File: config.mk
export PLATFORM = sky130hd
export DESIGN_NAME = neuro_uio_tx
export DESIGN_NICKNAME = d
export VERILOG_FILES = /design/src/rtl/neuro_uio_tx.sv
export SDC_FILE = /design/constraint.sdc
export NUM_CORES = 1
export LEC_CHECK = 0
export ABC_AREA = 1
export CORE_ASPECT_RATIO = 0.8
export CORE_MARGIN = 10
export CORE_UTILIZATION = 50
export DETAILED_ROUTE_END_ITERATION = 12
export PLACE_DENSITY = 0.77
export SLEW_MARGIN = 5
export SYNTH_ARGS = -nofsm -noshare
export SYNTH_HDL_FRONTEND = slang
export SYNTH_SLANG_ARGS = --single-unit
File: constraint.sdc
create_clock -name clk -period 1.9 [get_ports clk]
set_input_delay 0.285 -clock clk [delete_from_list [all_inputs] [get_ports clk]]
set_output_delay 0.285 -clock clk [all_outputs]
set_load 0.05 [all_outputs]
File: src/rtl/neuro_uio_tx.sv
// Bit-serial transmitter for uio_out[0]: byte FIFO in front of a framer that
// sends start(1), d0..d7 LSB first, stop(0), each bit CLKS_PER_BIT clocks long.
module neuro_uio_tx #(
  parameter int CLKS_PER_BIT = 4,
  parameter int FIFO_DEPTH   = 4
) (
  input  logic                          clk,
  input  logic                          rst,
  input  logic                          tx_en,
  input  logic                          in_valid,
  input  logic [7:0]                    in_data,
  output logic                          in_ready,
  output logic [7:0]                    uio_out,
  output logic [7:0]                    uio_oe,
  output logic                          busy,
  output logic [$clog2(FIFO_DEPTH):0]   fifo_count
);

  localparam int AW = $clog2(FIFO_DEPTH);
  localparam int CW = AW + 1;
  localparam int BW = (CLKS_PER_BIT > 1) ? $clog2(CLKS_PER_BIT) : 1;

  localparam logic [1:0] ST_IDLE  = 2'd0;
  localparam logic [1:0] ST_START = 2'd1;
  localparam logic [1:0] ST_DATA  = 2'd2;
  localparam logic [1:0] ST_STOP  = 2'd3;

  logic [1:0]    state;
  logic [BW-1:0] baud_cnt;
  logic [2:0]    bit_cnt;
  logic [7:0]    shreg;
  logic          line;

  logic [7:0]    mem [FIFO_DEPTH];
  logic [AW-1:0] wr_ptr;
  logic [AW-1:0] rd_ptr;
  logic [CW-1:0] count;

  logic fifo_empty;
  logic fifo_full;
  logic push;
  logic pop;
  logic baud_last;

  // Handshake: a byte transfers on any rising edge where in_valid and
  // in_ready are both high; in_ready depends only on registered occupancy.
  assign fifo_empty = (count == '0);
  assign fifo_full  = (count == CW'(FIFO_DEPTH));
  assign in_ready   = !rst && !fifo_full;
  assign push       = in_valid && in_ready;
  assign baud_last  = (baud_cnt == BW'(CLKS_PER_BIT - 1));
  // Pops only look at registered occupancy, so a byte never bypasses the FIFO.
  assign pop        = tx_en && !fifo_empty &&
                      ((state == ST_IDLE) || ((state == ST_STOP) && baud_last));

  assign busy       = (state != ST_IDLE);
  assign fifo_count = count;
  assign uio_out    = {7'b0, line};
  assign uio_oe     = {7'b0, !rst && (tx_en || busy)};

  always_ff @(posedge clk) begin
    if (push) begin
      mem[wr_ptr] <= in_data;
    end
  end

  always_ff @(posedge clk or posedge rst) begin
    if (rst) begin
      wr_ptr <= '0;
      rd_ptr <= '0;
      count  <= '0;
    end else begin
      if (push) wr_ptr <= wr_ptr + AW'(1);
      if (pop)  rd_ptr <= rd_ptr + AW'(1);
      case ({push, pop})
        2'b10:   count <= count + CW'(1);
        2'b01:   count <= count - CW'(1);
        default: count <= count;
      endcase
    end
  end

  always_ff @(posedge clk or posedge rst) begin
    if (rst) begin
      state    <= ST_IDLE;
      baud_cnt <= '0;
      bit_cnt  <= '0;
      shreg    <= '0;
      line     <= 1'b0;
    end else begin
      case (state)
        ST_IDLE: begin
          baud_cnt <= '0;
          bit_cnt  <= '0;
          if (pop) begin
            state <= ST_START;
            shreg <= mem[rd_ptr];
            line  <= 1'b1;
          end
        end
        ST_START: begin
          if (baud_last) begin
            state    <= ST_DATA;
            baud_cnt <= '0;
            bit_cnt  <= '0;
            line     <= shreg[0];
          end else begin
            baud_cnt <= baud_cnt + BW'(1);
          end
        end
        ST_DATA: begin
          if (baud_last) begin
            baud_cnt <= '0;
            if (bit_cnt == 3'd7) begin
              state   <= ST_STOP;
              bit_cnt <= '0;
              line    <= 1'b0;
            end else begin
              bit_cnt <= bit_cnt + 3'd1;
              shreg   <= {1'b0, shreg[7:1]};
              line    <= shreg[1];
            end
          end else begin
            baud_cnt <= baud_cnt + BW'(1);
          end
        end
        default: begin
          if (baud_last) begin
            baud_cnt <= '0;
            bit_cnt  <= '0;
            // Chain straight into the next start bit when a byte is waiting.
            if (pop) begin
              state <= ST_START;
              shreg <= mem[rd_ptr];
              line  <= 1'b1;
            end else begin
              state <= ST_IDLE;
              line  <= 1'b0;
            end
          end else begin
            baud_cnt <= baud_cnt + BW'(1);
          end
        end
      endcase
    end
  end

endmodule

# Word-level counts from Yosys, hierarchy flattened

Memory sizes are Yosys's and may differ from the RTL's.
Cells that the tools add are included.

$add $sub $neg: 6
Multipliers: 0
Div/mod/pow operators: 0
$lt $le $gt $ge: 0
Equal/unequal tests: 13
Shift operators: 0
Muxes and demuxes: 28
Bitwise logic cells: 1
Reduce and logical (&&, ||, !) cells: 20

Operator list:

| cell                                                | number |
|---|---|
| two-way mux 8 bit                                   | 4 |
| one-hot mux 8 bit (3 select lines)                  | 1 |
| two-way mux 2 bit                                   | 7 |
| one-hot mux 3 bit (2 select lines)                  | 2 |
| inequality test 2 bit, second input constant        | 5 |
| two-way mux 1 bit                                   | 9 |
| two-way mux 3 bit                                   | 3 |
| equality test 2 bit, second input constant          | 4 |
| AND reduction 4 bit                                 | 2 |
| adder 2 x 1 -> 2 bit, second input constant         | 3 |
| adder 3 x 1 -> 3 bit, second input constant         | 2 |
| equality test 3 bit, second input constant          | 2 |
| logical AND 1 bit                                   | 6 |
| one-hot mux 2 bit (3 select lines)                  | 1 |
| nonzero test 2 bit                                  | 3 |
| AND reduction 5 bit                                 | 1 |
| equality test 2 x 1 -> 1 bit, second input constant | 2 |
| logical NOT 1 bit                                   | 3 |
| logical NOT 3 bit                                   | 1 |
| one-hot mux 1 bit (3 select lines)                  | 1 |
| subtractor 3 x 1 -> 3 bit, second input constant    | 1 |
| logical NOT 2 bit                                   | 1 |
| logical OR 1 bit                                    | 2 |
| AND reduction 2 bit                                 | 1 |
| inverter 1 bit                                      | 1 |

Flip-flop bits (word level): 23
Bits in latches: 0
Bits in writable memories: 32
ROM bits: 0
Input bits: 12
Logic and storage cells: 77
Memories kept: 1

Memories:

| name | words | width | read ports | clocked after memory_dff | write ports | RTL line | RTL |
|---|---|---|---|---|---|---|---|
| mem  | 4     | 8     | 1          | 0                        | 1           | 34       | `logic [7:0] mem [FIFO_DEPTH];` |

# Longest topological paths before layout

Word-level depth: 7
Gate-level depth with buffers: 12

# Worst setup path after synthesis

No wires, ideal clock.

Path type: reg2reg
Start: register count[0], in the netlist fifo_count[0]
End: register count[1], in the netlist fifo_count[1]
Library setup time: 83 ps
Arrival: 2864 ps
Path slack: -1046 ps
Stages on the path, launching flop included: 8
Path buffers: 0
Path through: dfrtp_1 nor2_1 a21oi_1 nand2_1 ha_1 inv_1 fa_1 o21ai_0

Longest elaborated chain between the ends: 6
Elaborated cells between the ends (all ways): 14
Those cells by class: add/sub (2); eq/ne (3); mux (1); reduce/logical (8)

RTL lines:

| item                                                                     | RTL line | RTL |
|---|---|---|
| start: declaration                                                       | 37       | `logic [CW-1:0] count;` |
| start signal: assignment                                                 | 76       | `2'b10: count <= count + CW'(1);` |
| start signal: assignment                                                 | 77       | `2'b01: count <= count - CW'(1);` |
| start signal: assignment                                                 | 78       | `default: count <= count;` |
| equality test 3 bit (*)                                                  | 48       | `assign fifo_full = (count == CW'(FIFO_DEPTH));` |
| logical NOT 1 bit (*)                                                    | 49       | `assign in_ready = !rst && !fifo_full;` |
| logical AND 1 bit (*)                                                    | 49       |  |
| net in_ready                                                             | 12       | `output logic in_ready,` |
| logical AND 1 bit (*)                                                    | 50       | `assign push = in_valid && in_ready;` |
| equality test 2 x 1 -> 1 bit or equality test 2 bit (tied branches)      | 75       | `case ({push, pop})` |
| one-hot mux 3 bit (2 select lines) or nonzero test 2 bit (tied branches) | --       |  |

Mark *: on every way through the listed nets, which the timed path passes. The rest lies on a longest branch.
A chain may end at the register's enable or synchronous reset.

# Final worst setup path

Start: register state[0]
End: register count[2], in the netlist fifo_count[2]

Longest elaborated chain between the ends: 6
Elaborated cells between the ends (all ways): 9
Those cells by class: eq/ne (3); mux (1); reduce/logical (5)

RTL lines:

| item                                                                     | RTL line | RTL |
|---|---|---|
| start: declaration                                                       | 28       | `logic [1:0] state;` |
| start signal: assignment                                                 | 85       | `state <= ST_IDLE;` |
| start signal: assignment                                                 | 96       | `state <= ST_START;` |
| start signal: assignment                                                 | 103      | `state <= ST_DATA;` |
| equality test 2 bit                                                      | 54       | `((state == ST_IDLE) \|\| ((state == ST_STOP) && baud_last));` |
| logical AND 1 bit                                                        | 54       |  |
| logical OR 1 bit (*)                                                     | 54       |  |
| logical AND 1 bit (*)                                                    | 53       | `assign pop = tx_en && !fifo_empty &&` |
| net pop                                                                  | 42       | `logic pop;` |
| equality test 2 x 1 -> 1 bit or equality test 2 bit (tied branches)      | 75       |  |
| one-hot mux 3 bit (2 select lines) or nonzero test 2 bit (tied branches) | --       |  |

Marks and branches as above.

==> results.py <==
metrics = {
    "synth": {
        "synth-edff-count": 32,
        "synth_seq_area_share": 0.575,
        "syn_inst": 277,
        "yosysTopAreaCell": "edfxtp_1",
        "netlist.area_leader.share": 0.360,
        "synth_seq_cells": 55,
        "synthAdderAreaFrac": 0.0637,
        "ys_warn_count": 0,
        "synthMuxAreaShare": 0,
        "synth_top_family_by_area": "simple AND/OR/NAND/NOR gates",
        "synth-xor-area-share": 0.0164,
        "synth.area.top_cells": "edfxtp_1 36%, dfrtp_1 22%, nand2_1 14%",
        "syn_avg_cell_area_sq_um": 9.64,
        "async_flop_share": 0.418,
        "ys_types": 24,
        "synth_ff_type": "edfxtp_1",
        "synth.most_common_cell": "nand2_1",
        "synth_area_sq_mm": 0.00267,
        "yosys.area_share.simple": 0.221,
        "synthTopCellsByCount": "97 x nand2_1, 32 x edfxtp_1, 25 x nand3_1, 23 x dfrtp_1, 19 x inv_1",
        "synth_compound_gate_area_share": 0.0347,
    },
    "worst_setup_path": {
        "startpoint_type": "register",
        "cp-end-kind": "register",
        "rr_endpoint": "fifo_count[2]",
        "crit_arrival_ns": 2.09,
        "worst-r2r-setup-slack_ns": 0.009,
        "timing.rr.start": "state[0]",
        "crit_path_max_fanout": 4,
        "reg2reg_depth": 12,
        "critPathKind": "reg -> reg",
        "worstPathRequired_ns": 2.09,
    },
    "timing": {
        "period_needed_ns": 1.89,
        "worstMarginPinSlew_ns": 0.513,
        "slew_viol_final": 0,
        "finalHoldViolCount": 0,
        "fin_worst_skew_ns": 0.00808,
        "rsz0062_at_grt": "true",
        "min_period_over_period": 0.995,
        "fmax_mhz": 529,
        "setup-violations-final": 0,
        "layout_setup_ws_ns": 0.00865,
        "maxSlewHeadroom": 0.658,
    },
    "clock_network": {
        "clkTransAtPathRegs_ns": 0.09,
        "clk_root_buffer_cell": "clkbuf_8",
        "clk_latency_ns": 0.31,
        "tritoncts": "yes",
        "cts.htree.levels": 2,
        "numCtsBuffers": 5,
        "clk_path_buf_depth": 2,
        "cts.sinks": 55,
    },
    "layout": {
        "n_fill_cell": 413,
        "area_growth_pct": 18.9,
        "nNetsFinal": 338,
        "diodes": 0,
        "multi_input_area_sq_mm": 0.00101,
        "drive_above_1_share": 0.178,
        "regArea_sq_mm": 0.00154,
    },
    "floorplanning": {
        "dieArea_sq_mm": 0.00868,
        "initial_core_util": 0.524,
        "row_count": 23,
        "die_w_um": 102,
        "core_sq_mm": 0.00509,
        "num_io_pins": 33,
        "die_h_um": 85.4,
    },
    "drt": {
        "drt_iter0_drc": 194,
        "wirelength_um": 5320,
        "viasPerCell": 4.99,
        "drc": 0,
        "num_vias": 1876,
        "ant_nets": 0,
        "first_pass_iters": 4,
        "routedWlPerCell_um": 14.1,
    },
    "placement": {
        "port_buffers": 18,
        "dp_slack_ns": -0.0653,
        "dpl.hpwl_um": 3820,
        "place_congestion": 0.812,
    },
    "status": {
        "status": "finished clean",
    },
    "power_and_ir_drop": {
        "power_mw": 4.89,
        "seqPwrFrac": 0.365,
        "peakVddDrop_v": 0.00109,
        "p_int_mw": 2.75,
        "switching_power_mw": 2.15,
        "power_density_mw_per_mm2": 1540,
        "p_sw_frac": 0.438,
        "pwr-share-clk": 0.133,
        "p_leak_nw": 1.47,
        "share_comb_of_total_power": 0.503,
    },
    "grt": {
        "grt_usage": 0.130,
        "grt_pass1_vias": 1840,
        "grt_antenna_before_repair": 0,
        "grt_first_pass_wirelength_um": 8850,
        "grt_overflow_total": 0,
        "grt_max_degree": 24,
    },
    "worst_hold_path": {
        "hold_depth": 1,
        "hold_end": "baud_cnt[0]",
        "worstHoldStart": "baud_cnt[0]",
        "hold_class": "reg -> reg",
    },
    "run": {
        "maxCapViolations": 0,
    },
}
## cell families after synthesis
logic type / after synthesis
other: 1
AOI/OAI and AO/OA: 15
DFF: 55
buffers and inverters: 46
xor gates and xnor gates: 5
adders and majority gates: 13
and+or+nand+nor: 142
## flip-flops by register name (all words and copies together), names as in the netlist
register / flops
mem: 32
fifo_count: 3
shreg: 8
bit_cnt: 3
state: 2
wr_ptr: 2
baud_cnt: 2
rd_ptr: 2
line: 1
## power by group through the flow
stage	registers (mW)	clock network [mW]	logic, mW
2_1_floorplan	1.84	0	1.69
3_3_place_gp	1.79	0	2.32
3_5_place_dp	1.80	0	2.41
4_1_cts	1.78	0.671	2.42
5_1_grt	1.82	0.719	2.76
6_report	1.79	0.649	2.46
## timing repair
action | 4_1_cts | 5_1_grt
setup endpoints to repair | 0 | 3
hold buffers | 0 | 0
buffers inserted | 0 | 3
gates resized for setup | 0 | 3
hold endpoints to repair | 0 | 0
## metrics by stage
stage | cells | util | cell area, sq um | setup TNS, ns | hold WS [ns]
2_1_floorplan | 290 | - | 2790 | -0.777 | 0.287
3_5_place_dp | 365 | 0.600 | 3060 | -0.0653 | 0.433
5_1_grt | 376 | 0.623 | 3180 | -0.0972 | 0.475
4_1_cts | 373 | 0.617 | 3140 | 0 | 0.446
3_3_place_gp | 365 | 0.600 | 3060 | -0.0171 | 0.423
6_report | 376 | 0.623 | 3180 | 0 | 0.441
## cell type report
cell class | instances | share of cell area
Timing Repair Buffer | 37 | 0.112
Clock buffer | 5 | 0.0217
Multi-Input combinational cell | 189 | 0.318
Tap cell | 62 | 0.0244
Sequential cell | 55 | 0.485
Inverter | 25 | 0.0327
Clock inverter | 3 | 0.00591
## routing by layer
metal | wire length [um] | up-vias | global-route usage | share of wire
li1 | - | 929 | - | -
met1 | 2400 | 887 | 0.160 | 0.45
met2 | 2420 | 53 | 0.203 | 0.45
met3 | 413 | 7 | 0.0340 | 0.078
met4 | 89 | 0 | 0.0687 | 0.017
met5 | 0 | - | 0 | 0
## cell usage in the layout, fill, tap and decap left out, types with 2 or more instances in the layout
cell	instances
nor2_1	13
clkdlybuf4s50_1	14
ha_4	2
a21oi_2	2
clkinv_2	2
a21oi_4	2
xor2_1	4
o21ai_1	5
dfrtp_2	3
ha_1	10
a21oi_1	3
buf_12	3
nand2_1	96
nand3_1	25
clkbuf_8	5
edfxtp_1	32
dfrtp_1	20
nand2_2	3
o21ai_0	2
conb_1	14
inv_2	7
nand2_4	2
inv_1	16
buf_4	19
## critical path, cell delays in order (launching register included)
cell	delay, ns
dfrtp_1	0.44
inv_2	0.10
ha_4	0.17
inv_8	0.04
nand2_4	0.05
nand3_4	0.08
inv_4	0.07
ha_4	0.12
inv_2	0.04
fa_2	0.34
a21oi_2	0.11
o21ai_1	0.08
xor2_1	0.14
## how the worst max path moves through the flow
stage	slack (ns)	end	depth (start not counted)	from
after floorplan	-0.08	fifo_count[1]	7	fifo_count[1]
after global placement	-0.02	fifo_count[2]	9	tx_en
after detailed placement	-0.07	fifo_count[2]	9	tx_en
after CTS	0.001	fifo_count[2]	12	state[1]
after global routing	-0.08	fifo_count[2]	12	state[0]
final	0.009	fifo_count[2]	12	state[0]
Note: power is estimated with default switching activity, not from simulation.
==> patch: new RTL, config.mk and constraints unchanged <==
Change the parameter `FIFO_DEPTH` from 4 to 2.
--- a/src/rtl/neuro_uio_tx.sv
+++ b/src/rtl/neuro_uio_tx.sv
@@ -2,7 +2,7 @@
 // sends start(1), d0..d7 LSB first, stop(0), each bit CLKS_PER_BIT clocks long.
 module neuro_uio_tx #(
   parameter int CLKS_PER_BIT = 4,
-  parameter int FIFO_DEPTH   = 4
+  parameter int FIFO_DEPTH   = 2
 ) (
   input  logic                          clk,
   input  logic                          rst,
Interface: changed (resized fifo_count); port bits go from 33 to 32. No check against the original RTL was run, so the function may have changed too.
==> patch against the original RTL <==
Combinational power down 26%; wire length down 39%; largest power group unchanged; cell area decreased by 28%; sequential cell count decreased by 19; fmax grew 3.6%; total power is 24% lower; critical path depth is 11 lower; non-clock buffer count down 14; setup slack gained 0.065 ns; clock power rose by 2%; sequential power down 31%; critical endpoint is now fifo_count[1]; synthesized area fell by 28%.
==> patch: results <==
set metrics [dict create \
    netlist_top_cells_area "dfrtp_1 (26%), edfxtp_1 (25%), nand2_1 (13%)" \
    peakVddDrop_mv 0.772 \
    synth-edff-count 16 \
    place_ws_ns 0.0778 \
    drive_gt1_frac 0.167 \
    routed_wirelength_um 3250 \
    worst_hold_path_type "input port to asynchronous set/reset pin" \
    numPlacedInstances 276 \
    max_stage_delay_ns 0.82 \
    first_global_vias 1202 \
    insertion_delay_ns 0.29 \
    ff_to_ff_setup_slack_ns 0.16 \
    outcome "finished, final reports clean" \
    top_regs "mem x16, shreg x8, bit_cnt x3" \
    synth_top_cell_area_share 0.262 \
    ys_seq_area_frac 0.513 \
    grt_max_degree 15 \
    critical-path-slowest-cell "clkdlybuf4s50_1" \
    crit_family "buffers and inverters" \
    grt_pass1_wl_um 5380 \
    leakage_power_total_nw 1.13 \
    io_buffer_count 17 \
    synth_common_cells "nand2_1 (66), inv_1 (25), dfrtp_1 (20), nand3_1 (20)" \
    layout_skew_ns 0.00766 \
    post_drt_via_cell_ratio 4.60 \
    last_weighted_congestion_value_of_the_routability_driven_placer 0.763 \
    worst-r2r-cell-count 10 \
    worst_slew_pin_slew_ns 0.498 \
    final.hold.worst_slack_ns 0.415 \
    final_net_count 259 \
]
## patch: routing by layer
layer | wire (um) | track usage
met1 | 1590 | 0.131
met2 | 1360 | 0.158
met3 | 252 | 0.0406
met4 | 40 | 0.0423
met5 | 0 | 0
## patch: cells by family (layout without fill, tap and decap cells)
| group | Yosys count | count (layout) | share of synthesized area |
|---|---|---|---|
| AOI/OAI and AO/OA | 13 | 13 | 0.0386 |
| xor gates and xnor gates | 4 | 4 | 0.0183 |
| adders and majority gates | 8 | 8 | 0.0524 |
| buffers and inverters | 48 | 60 | 0.131 |
| and+or+nand+nor | 105 | 105 | 0.245 |
| DFF | 36 | 36 | 0.513 |
| other | 1 | 14 | 0.00196 |
## patch: power breakdown
group / internal (W) / switching, W / total, W
combinational: 0.000667 / 0.00115 / 0.00181
clock: 0.000388 / 0.000275 / 0.000663
sequential: 0.00106 / 0.000171 / 0.00123
## patch: worst max path at each step
stage	depth (start not counted)	slack (ns)	from	endpoint
detailed placement	7	0.08	rst	fifo_count[1]
finish	1	0.07	fifo_count[1]	fifo_count[1]
CTS	5	0.05	state[0]	uio_oe[0]
floorplan	4	-0.04	fifo_count[0]	mem[1][0]
global placement	9	0.11	tx_en	fifo_count[1]
global route	9	0.02	baud_cnt[0]	fifo_count[1]
## patch: repair_timing
action | in CTS | in global routing
gates resized for setup | 1 | 1
endpoints found under the setup margin | 1 | 2
endpoints found under the hold margin | 0 | 0
## patch: metrics by stage
stage / util / cell area, um^2 / power, W
2_1_floorplan: - / 1990 / 0.00261
3_3_place_gp: 0.576 / 2160 / 0.00301
3_5_place_dp: 0.576 / 2160 / 0.00304
4_1_cts: 0.607 / 2280 / 0.00372
5_1_grt: 0.608 / 2280 / 0.00400
6_report: 0.608 / 2280 / 0.00371
## patch: area by class of cell
cell class	count	area (um^2)
clock buffer	5	68.8
fill	310	1470
inverter	29	111
sequential	36	983
multi-input combinational	144	762
clock inverter	3	42.5
timing repair buffer	23	258
tap	44	55.1
